==> src/rtl/lsu_pkg.sv <==
// ============================================================================
// Module      : lsu_pkg
// Description : Shared types and constants for the MEM-stage load/store unit:
//               FSM state encoding, funct3 load/store codes, NOP encoding and
//               small decode helpers used by the LSU and its load aligner.
// Revision    : 1.0 - initial release
// ============================================================================
`default_nettype none

package lsu_pkg;

    // Access FSM: IDLE accepts a new access, WAIT holds it until dm_ready.
    typedef enum logic [0:0] {
        ST_IDLE = 1'b0,
        ST_WAIT = 1'b1
    } lsu_state_e;

    // Load funct3 encodings
    localparam logic [2:0] c_F3_LB  = 3'b000;
    localparam logic [2:0] c_F3_LH  = 3'b001;
    localparam logic [2:0] c_F3_LW  = 3'b010;
    localparam logic [2:0] c_F3_LBU = 3'b100;
    localparam logic [2:0] c_F3_LHU = 3'b101;

    // Store funct3 encodings (SW also covers FSW, LW also covers FLW)
    localparam logic [2:0] c_F3_SB  = 3'b000;
    localparam logic [2:0] c_F3_SH  = 3'b001;
    localparam logic [2:0] c_F3_SW  = 3'b010;

    // addi x0, x0, 0 -- inserted into MEM/WB as a bubble
    localparam logic [31:0] c_NOP_INSN = 32'h0000_0013;

    // Loads accept the signed and unsigned byte/half forms plus word.
    function automatic logic load_f3_legal(input logic [2:0] f3);
        case (f3)
            c_F3_LB, c_F3_LH, c_F3_LW, c_F3_LBU, c_F3_LHU: return 1'b1;
            default:                                        return 1'b0;
        endcase
    endfunction

    // Stores only have byte, half and word forms.
    function automatic logic store_f3_legal(input logic [2:0] f3);
        case (f3)
            c_F3_SB, c_F3_SH, c_F3_SW: return 1'b1;
            default:                   return 1'b0;
        endcase
    endfunction

    // Natural alignment: halves on even addresses, words on multiples of 4.
    function automatic logic f3_aligned(input logic [2:0] f3, input logic [1:0] lo);
        case (f3)
            3'b001, 3'b101: return ~lo[0];
            3'b010:         return (lo == 2'b00);
            default:        return 1'b1;
        endcase
    endfunction

endpackage

`default_nettype wire

==> src/rtl/load_align.sv <==
// ============================================================================
// Module      : load_align
// Description : Combinational load data aligner. Picks the addressed byte or
//               halfword out of the returned memory word and sign- or
//               zero-extends it according to funct3.
// Revision    : 1.0 - initial release
// ============================================================================
`default_nettype none

module load_align
    import lsu_pkg::*;
(
    input  logic [31:0] i_rdata,
    input  logic [1:0]  i_addr_lo,
    input  logic [2:0]  i_funct3,
    output logic [31:0] o_result
);

    logic [7:0]  w_byte;
    logic [15:0] w_half;

    // Lane selection by the low address bits
    always_comb begin
        w_byte = 8'h00;
        case (i_addr_lo)
            2'd0: w_byte = i_rdata[7:0];
            2'd1: w_byte = i_rdata[15:8];
            2'd2: w_byte = i_rdata[23:16];
            2'd3: w_byte = i_rdata[31:24];
            default: w_byte = 8'h00;
        endcase
        w_half = i_addr_lo[1] ? i_rdata[31:16] : i_rdata[15:0];
    end

    // Width and extension by funct3
    always_comb begin
        o_result = i_rdata;
        case (i_funct3)
            c_F3_LB:  o_result = {{24{w_byte[7]}}, w_byte};
            c_F3_LH:  o_result = {{16{w_half[15]}}, w_half};
            c_F3_LW:  o_result = i_rdata;
            c_F3_LBU: o_result = {24'h000000, w_byte};
            c_F3_LHU: o_result = {16'h0000, w_half};
            default:  o_result = i_rdata;
        endcase
    end

endmodule

`default_nettype wire

==> src/rtl/mem_stage_lsu.sv <==
// ============================================================================
// Module      : mem_stage_lsu
// Description : MEM pipeline stage with a two-state load/store FSM. Issues
//               word-aligned data-memory requests with byte enables, stalls
//               the pipeline until dm_ready, aligns load data and owns the
//               MEM/WB register. Illegal or misaligned accesses never reach
//               memory and are flagged on mem_err_out for one cycle.
// Revision    : 1.0 - initial release
// ============================================================================
`default_nettype none

module mem_stage_lsu
    import lsu_pkg::*;
(
    input  logic        clk,
    input  logic        rst,              // asynchronous, active-low

    // EX/MEM inputs
    input  logic [31:0] ALU_in,
    input  logic [31:0] StoreData_in,
    input  logic [4:0]  Rd_in,
    input  logic [2:0]  funct3_in,
    input  logic [31:0] Instruction_in,
    input  logic        MemRead_in,
    input  logic        MemWrite_in,
    input  logic        MemtoReg_in,
    input  logic        RegWrite_in,
    input  logic        FloatRegWrite_in,

    // Data memory port
    output logic        dm_req,
    output logic [3:0]  dm_be,
    output logic [31:0] dm_addr,
    output logic [31:0] dm_wdata,
    input  logic [31:0] dm_rdata,
    input  logic        dm_ready,

    // Pipeline freeze
    output logic        mem_stall,

    // MEM/WB outputs
    output logic [31:0] WBData_out,
    output logic [4:0]  Rd_out,
    output logic        RegWrite_out,
    output logic        FloatRegWrite_out,
    output logic        MemtoReg_out,
    output logic [31:0] Instruction_out,
    output logic        mem_err_out
);

    lsu_state_e  r_state;

    // Request held stable on the memory port while in WAIT
    logic [31:0] r_addr;
    logic [3:0]  r_be;
    logic [31:0] r_wdata;

    // Instruction context captured at issue, used when the access completes
    logic [31:0] r_alu;
    logic [2:0]  r_funct3;
    logic [4:0]  r_rd;
    logic [31:0] r_instr;
    logic        r_is_load;
    logic        r_regwrite;
    logic        r_fregwrite;
    logic        r_memtoreg;

    logic        w_is_mem;
    logic        w_legal;
    logic        w_ok;
    logic        w_start;
    logic        w_err;
    logic        w_done;
    logic [3:0]  w_be;
    logic [31:0] w_wdata;
    logic [31:0] w_load_data;

    // Access classification: a simultaneous read and write is never legal
    always_comb begin
        w_is_mem = MemRead_in | MemWrite_in;
        w_legal  = 1'b0;
        if (MemRead_in && !MemWrite_in) begin
            w_legal = load_f3_legal(funct3_in);
        end else if (MemWrite_in && !MemRead_in) begin
            w_legal = store_f3_legal(funct3_in);
        end
        w_ok    = w_legal & f3_aligned(funct3_in, ALU_in[1:0]);
        // rst gating keeps dm_req low the instant reset is asserted
        w_start = rst & (r_state == ST_IDLE) & w_is_mem & w_ok;
        w_err   = (r_state == ST_IDLE) & w_is_mem & ~w_ok;
        w_done  = (r_state == ST_WAIT) & dm_ready;
    end

    // Store lane enables and data replication; loads present no enables
    always_comb begin
        w_be    = 4'b0000;
        w_wdata = 32'h0000_0000;
        if (MemWrite_in && !MemRead_in) begin
            case (funct3_in)
                c_F3_SB: begin
                    w_be    = 4'b0001 << ALU_in[1:0];
                    w_wdata = {4{StoreData_in[7:0]}};
                end
                c_F3_SH: begin
                    w_be    = 4'b0011 << ALU_in[1:0];
                    w_wdata = {2{StoreData_in[15:0]}};
                end
                c_F3_SW: begin
                    w_be    = 4'b1111;
                    w_wdata = StoreData_in;
                end
                default: begin
                    w_be    = 4'b0000;
                    w_wdata = 32'h0000_0000;
                end
            endcase
        end
    end

    // Memory port: live values in the issue cycle, latched values afterwards
    always_comb begin
        dm_req    = w_start | (r_state == ST_WAIT);
        dm_addr   = w_start ? {ALU_in[31:2], 2'b00} : r_addr;
        dm_be     = w_start ? w_be : r_be;
        dm_wdata  = w_start ? w_wdata : r_wdata;
        mem_stall = w_start | ((r_state == ST_WAIT) & ~dm_ready);
    end

    load_align u_load_align (
        .i_rdata   (dm_rdata),
        .i_addr_lo (r_alu[1:0]),
        .i_funct3  (r_funct3),
        .o_result  (w_load_data)
    );

    // FSM and issue-time capture of the request and its instruction context
    always_ff @(posedge clk or negedge rst) begin
        if (!rst) begin
            r_state     <= ST_IDLE;
            r_addr      <= 32'h0000_0000;
            r_be        <= 4'b0000;
            r_wdata     <= 32'h0000_0000;
            r_alu       <= 32'h0000_0000;
            r_funct3    <= 3'b000;
            r_rd        <= 5'd0;
            r_instr     <= 32'h0000_0000;
            r_is_load   <= 1'b0;
            r_regwrite  <= 1'b0;
            r_fregwrite <= 1'b0;
            r_memtoreg  <= 1'b0;
        end else begin
            case (r_state)
                ST_IDLE: begin
                    if (w_start) begin
                        r_state     <= ST_WAIT;
                        r_addr      <= {ALU_in[31:2], 2'b00};
                        r_be        <= w_be;
                        r_wdata     <= w_wdata;
                        r_alu       <= ALU_in;
                        r_funct3    <= funct3_in;
                        r_rd        <= Rd_in;
                        r_instr     <= Instruction_in;
                        r_is_load   <= MemRead_in;
                        r_regwrite  <= RegWrite_in;
                        r_fregwrite <= FloatRegWrite_in;
                        r_memtoreg  <= MemtoReg_in;
                    end
                end
                ST_WAIT: begin
                    if (dm_ready) begin
                        r_state <= ST_IDLE;
                    end
                end
                default: r_state <= ST_IDLE;
            endcase
        end
    end

    // MEM/WB register: bubble while stalled, completed access, or pass-through
    always_ff @(posedge clk or negedge rst) begin
        if (!rst) begin
            WBData_out        <= 32'h0000_0000;
            Rd_out            <= 5'd0;
            RegWrite_out      <= 1'b0;
            FloatRegWrite_out <= 1'b0;
            MemtoReg_out      <= 1'b0;
            Instruction_out   <= 32'h0000_0000;
            mem_err_out       <= 1'b0;
        end else if (mem_stall) begin
            WBData_out        <= 32'h0000_0000;
            Rd_out            <= 5'd0;
            RegWrite_out      <= 1'b0;
            FloatRegWrite_out <= 1'b0;
            MemtoReg_out      <= 1'b0;
            Instruction_out   <= c_NOP_INSN;
            mem_err_out       <= 1'b0;
        end else if (w_done) begin
            WBData_out        <= r_is_load ? w_load_data : r_alu;
            Rd_out            <= r_rd;
            RegWrite_out      <= r_regwrite;
            FloatRegWrite_out <= r_fregwrite;
            MemtoReg_out      <= r_memtoreg;
            Instruction_out   <= r_instr;
            mem_err_out       <= 1'b0;
        end else begin
            // Faulting accesses keep their PC context but must not write back
            WBData_out        <= ALU_in;
            Rd_out            <= Rd_in;
            RegWrite_out      <= RegWrite_in & ~w_err;
            FloatRegWrite_out <= FloatRegWrite_in & ~w_err;
            MemtoReg_out      <= MemtoReg_in & ~w_err;
            Instruction_out   <= Instruction_in;
            mem_err_out       <= w_err;
        end
    end

endmodule

`default_nettype wire

==> config.mk <==
export PLATFORM = sky130hd
export DESIGN_NAME = mem_stage_lsu
export DESIGN_NICKNAME = d
export VERILOG_FILES = /design/src/rtl/lsu_pkg.sv /design/src/rtl/load_align.sv /design/src/rtl/mem_stage_lsu.sv
export SDC_FILE = /design/constraint.sdc
export NUM_CORES = 1
export LEC_CHECK = 0
export CAP_MARGIN = 20
export CORE_ASPECT_RATIO = 0.8
export CORE_MARGIN = 4
export CORE_UTILIZATION = 35
export CTS_CLUSTER_DIAMETER = 60
export DETAILED_ROUTE_END_ITERATION = 10
export SLEW_MARGIN = 20
export SYNTH_ARGS = -nofsm -noshare
export SYNTH_HDL_FRONTEND = slang
export SYNTH_SLANG_ARGS = --single-unit
==> constraint.sdc <==
create_clock -name clk -period 2.78 [get_ports clk]
set_input_delay 0.417 -clock clk [delete_from_list [all_inputs] [get_ports clk]]
set_output_delay 0.417 -clock clk [all_outputs]
set_load 0.005 [all_outputs]
==> results.toml <==
[synthesis]
synthFlopType = "dfrtp_1"
async_flop_share = 1.00
ys_types = 50
synth_top_area_share = 0.525
ys_ff_latch = 218
synth_edf_count = 0
syn_area_um2 = 10400
synthesis.nets = 1065
syn_area_per_cell_um2 = 11.3
syn_inst = 921
ys_top_cells_by_area = "dfrtp_1 53%, mux2_2 16%, mux2i_1 4.1%, a21oi_1 3.7%, nand2_1 3.4%"
yosysTopAreaCell = "dfrtp_1"
synth_warnings = 0
yosysSeqAreaShare = 0.525

[floorplanning]
dieArea_um2 = 32500
core_area_um2 = 29300
top_level_ports = 287
dieHeight_um = 162
placementRows = 56
initial_core_util = 0.354
die_w_um = 201

[drt]
ant_nets = 0
first_iter_violations = 484
vias_per_cell = 5.17
wl_per_cell_um = 20.4
vias = 8697
drcViolationCount = 0
drt-total-wl_um = 34300
drtPass1Iterations = 5

[placed_design]
dpl_cell_area_um2 = 14200
io_buffers = 286
pre_cts_ws_ns = -0.586
dp.final_hpwl_um = 23700
finalWeightedCongestion = 0.857

[flow_run]
drv_cap = 0

[sta]
tightest_slew_ns = 0.995
fmax_mhz = 351
fin_setup_tns_ns = -0.135
finalHoldWorstSlack_ns = 0.188
slew_headroom = 0.331
hold_viol_final = 0
final.min_clock_period_ns = 2.85
slew_violations = 0
finalCritPeriodShare = 1.03
skew_ns = 0.0237
final-setup-viol-count = 4
setup_slack_ns = -0.0728
rsz0062_at_grt = "yes"

[clocking]
cts_tree = "done"
numCtsBuffers = 27
cts_sinks = 218
insertion_delay_ns = 0.53
cts_buffer_depth = 3
cts-root-buf = "clkbuf_16"
clk_pin_slew_worst_paths_ns = 0.06
htree_levels = 1

[global_route]
grt_use_total = 0.204
first_global_vias = 8889
antenna_found_initial = 2
grt_max_degree = 190
grt_pass1_wl_um = 53000
overflow = 0

[finish]
layout_commonest_cell = "dfrtp_1"
area.sequential_um2 = 5460
n_fill_cell = 2643
fin_util = 0.525
antenna_cells = 0
layout.nets = 1431
synthToLayoutAreaGrowth_pct = 48.0
layout_common_cells = "218 x dfrtp_1, 212 x clkdlybuf4s50_1, 144 x mux2_2"
multi_input_area_um2 = 4610
drive_gt1_frac = 0.278
final_area_um2 = 15400

[critical_path]
r2r_cells = 8
crit_fanout = 35
path_buf_inv = 4
crit_family = "buffers and inverters"
cp_slowest_cell = "clkdlybuf4s50_1"
max_stage_delay_ns = 0.47
cp.arrival_ns = 2.44
endpoint_kind = "output port"
worstSetupPathType = "in2out"
start_kind = "primary input"
cp_data_required_time_ns = 2.36
path_cells = "buf_2 > or3b_4 > a21oi_4 > o211ai_4 > buf_4 > buf_12 > o21ai_0 > o31ai_2 > clkdlybuf4s50_1"
cp_num_cells = 9

[pwr]
peakVddDrop_mv = 0.415
p_leak_nw = 6.76
powerDensity_nw_per_um2 = 679

[outcome]
violations = "setup timing"
status = "finished with violations"

[worst_hold_path]
hold_depth = 2
min_path_type = "in2reg"
cells in the mapped netlist, types with 6 or more instances:
library cell / count
a211oi_1: 23
a21oi_1: 76
a221oi_1: 7
a22o_1: 8
a2bb2oi_1: 6
a31oi_1: 8
and3_1: 16
buf_2: 12
buf_6: 9
clkbuf_1: 44
dfrtp_1: 218
inv_1: 19
mux2_1: 14
mux2_2: 144
mux2i_1: 43
nand2_1: 93
nand2b_1: 6
nor2_1: 37
nor2b_1: 13
nor3_1: 27
nor4_1: 10
o21ai_0: 15
o22ai_1: 11
o31ai_1: 21
routing by layer:
layer,GRT usage,wire length [um],vias to the layer above,share of wire
met2,0.315,15200,268,0.44
li1,-,-,4050,-
met1,0.290,15800,4310,0.46
met5,0,27,-,0.00079
met4,0.0635,1180,4,0.034
met3,0.0451,2000,65,0.058
worst register-to-register path: stages (launching register included):
cell	delay, ns
dfrtp_1	0.39
nor2_2	0.16
nand2_2	0.11
nor2_4	0.14
buf_12	0.15
buf_12	0.12
buf_8	0.12
buf_4	0.51
mux2_2	0.43
sequential cells by signal, summed over array words and instances, names as in the netlist, 3 cells and up:
name	flops
Rd_out	5
r_rd	5
r_instr	32
Instruction_out	32
r_be	4
r_funct3	3
r_wdata	32
r_alu	32
WBData_out	32
r_addr	32
final timing paths:
check	from	slack, ns	end
max	MemRead_in	-0.07	dm_wdata[2]
min reg2reg	r_alu[30]	0.50	r_alu[30]
min	MemRead_in	0.19	r_is_load
min in group asynchronous	rst	0.47	FloatRegWrite_out
max in group asynchronous	rst	0.98	WBData_out[14]
max reg2reg	r_state	0.53	r_instr[18]
cells by family (layout without fill, tap and decap cells):
kind of cell | count (synthesis) | count (layout) | synth area share
AND/OR/NAND/NOR | 212 | 212 | 0.0943
AO/OA/AOI/OAI | 198 | 198 | 0.125
buffers and inverters | 92 | 475 | 0.0423
multiplexers | 201 | 201 | 0.213
flip-flops | 218 | 218 | 0.525
area by class of cell:
type	count	area share
well taps	377	0.0307
inverters	21	0.00513
clock inverters	9	0.00562
repair buffers	408	0.254
multi-input cells	611	0.300
clock buffers	37	0.0497
flip-flops and latches	218	0.355
per-stage QoR:
step / power [mW] / instances
floorplan: 5.63 / 921
detailed placement: 7.17 / 1608
global placement: 7.12 / 1608
global route: 11.0 / 1681
CTS: 10.5 / 1675
finish: 10.4 / 1681
power breakdown:
part / switching (mW) / total (mW) / internal (mW)
logic: 1.25 / 2.82 / 1.57
clock network: 1.39 / 3.39 / 2.00
registers: 0.357 / 4.22 / 3.86
what timing repair did:
item                                    in CTS  in global routing
endpoints found under the setup margin      70                 38
gates cloned                                 3                  0
gates resized for setup                    159                 40
setup buffers                               17                  7
pin swaps                                    4                  0
hold buffers                                 1                  0
endpoints found under the hold margin       30                  0
Power figures use the tool's default switching activity.
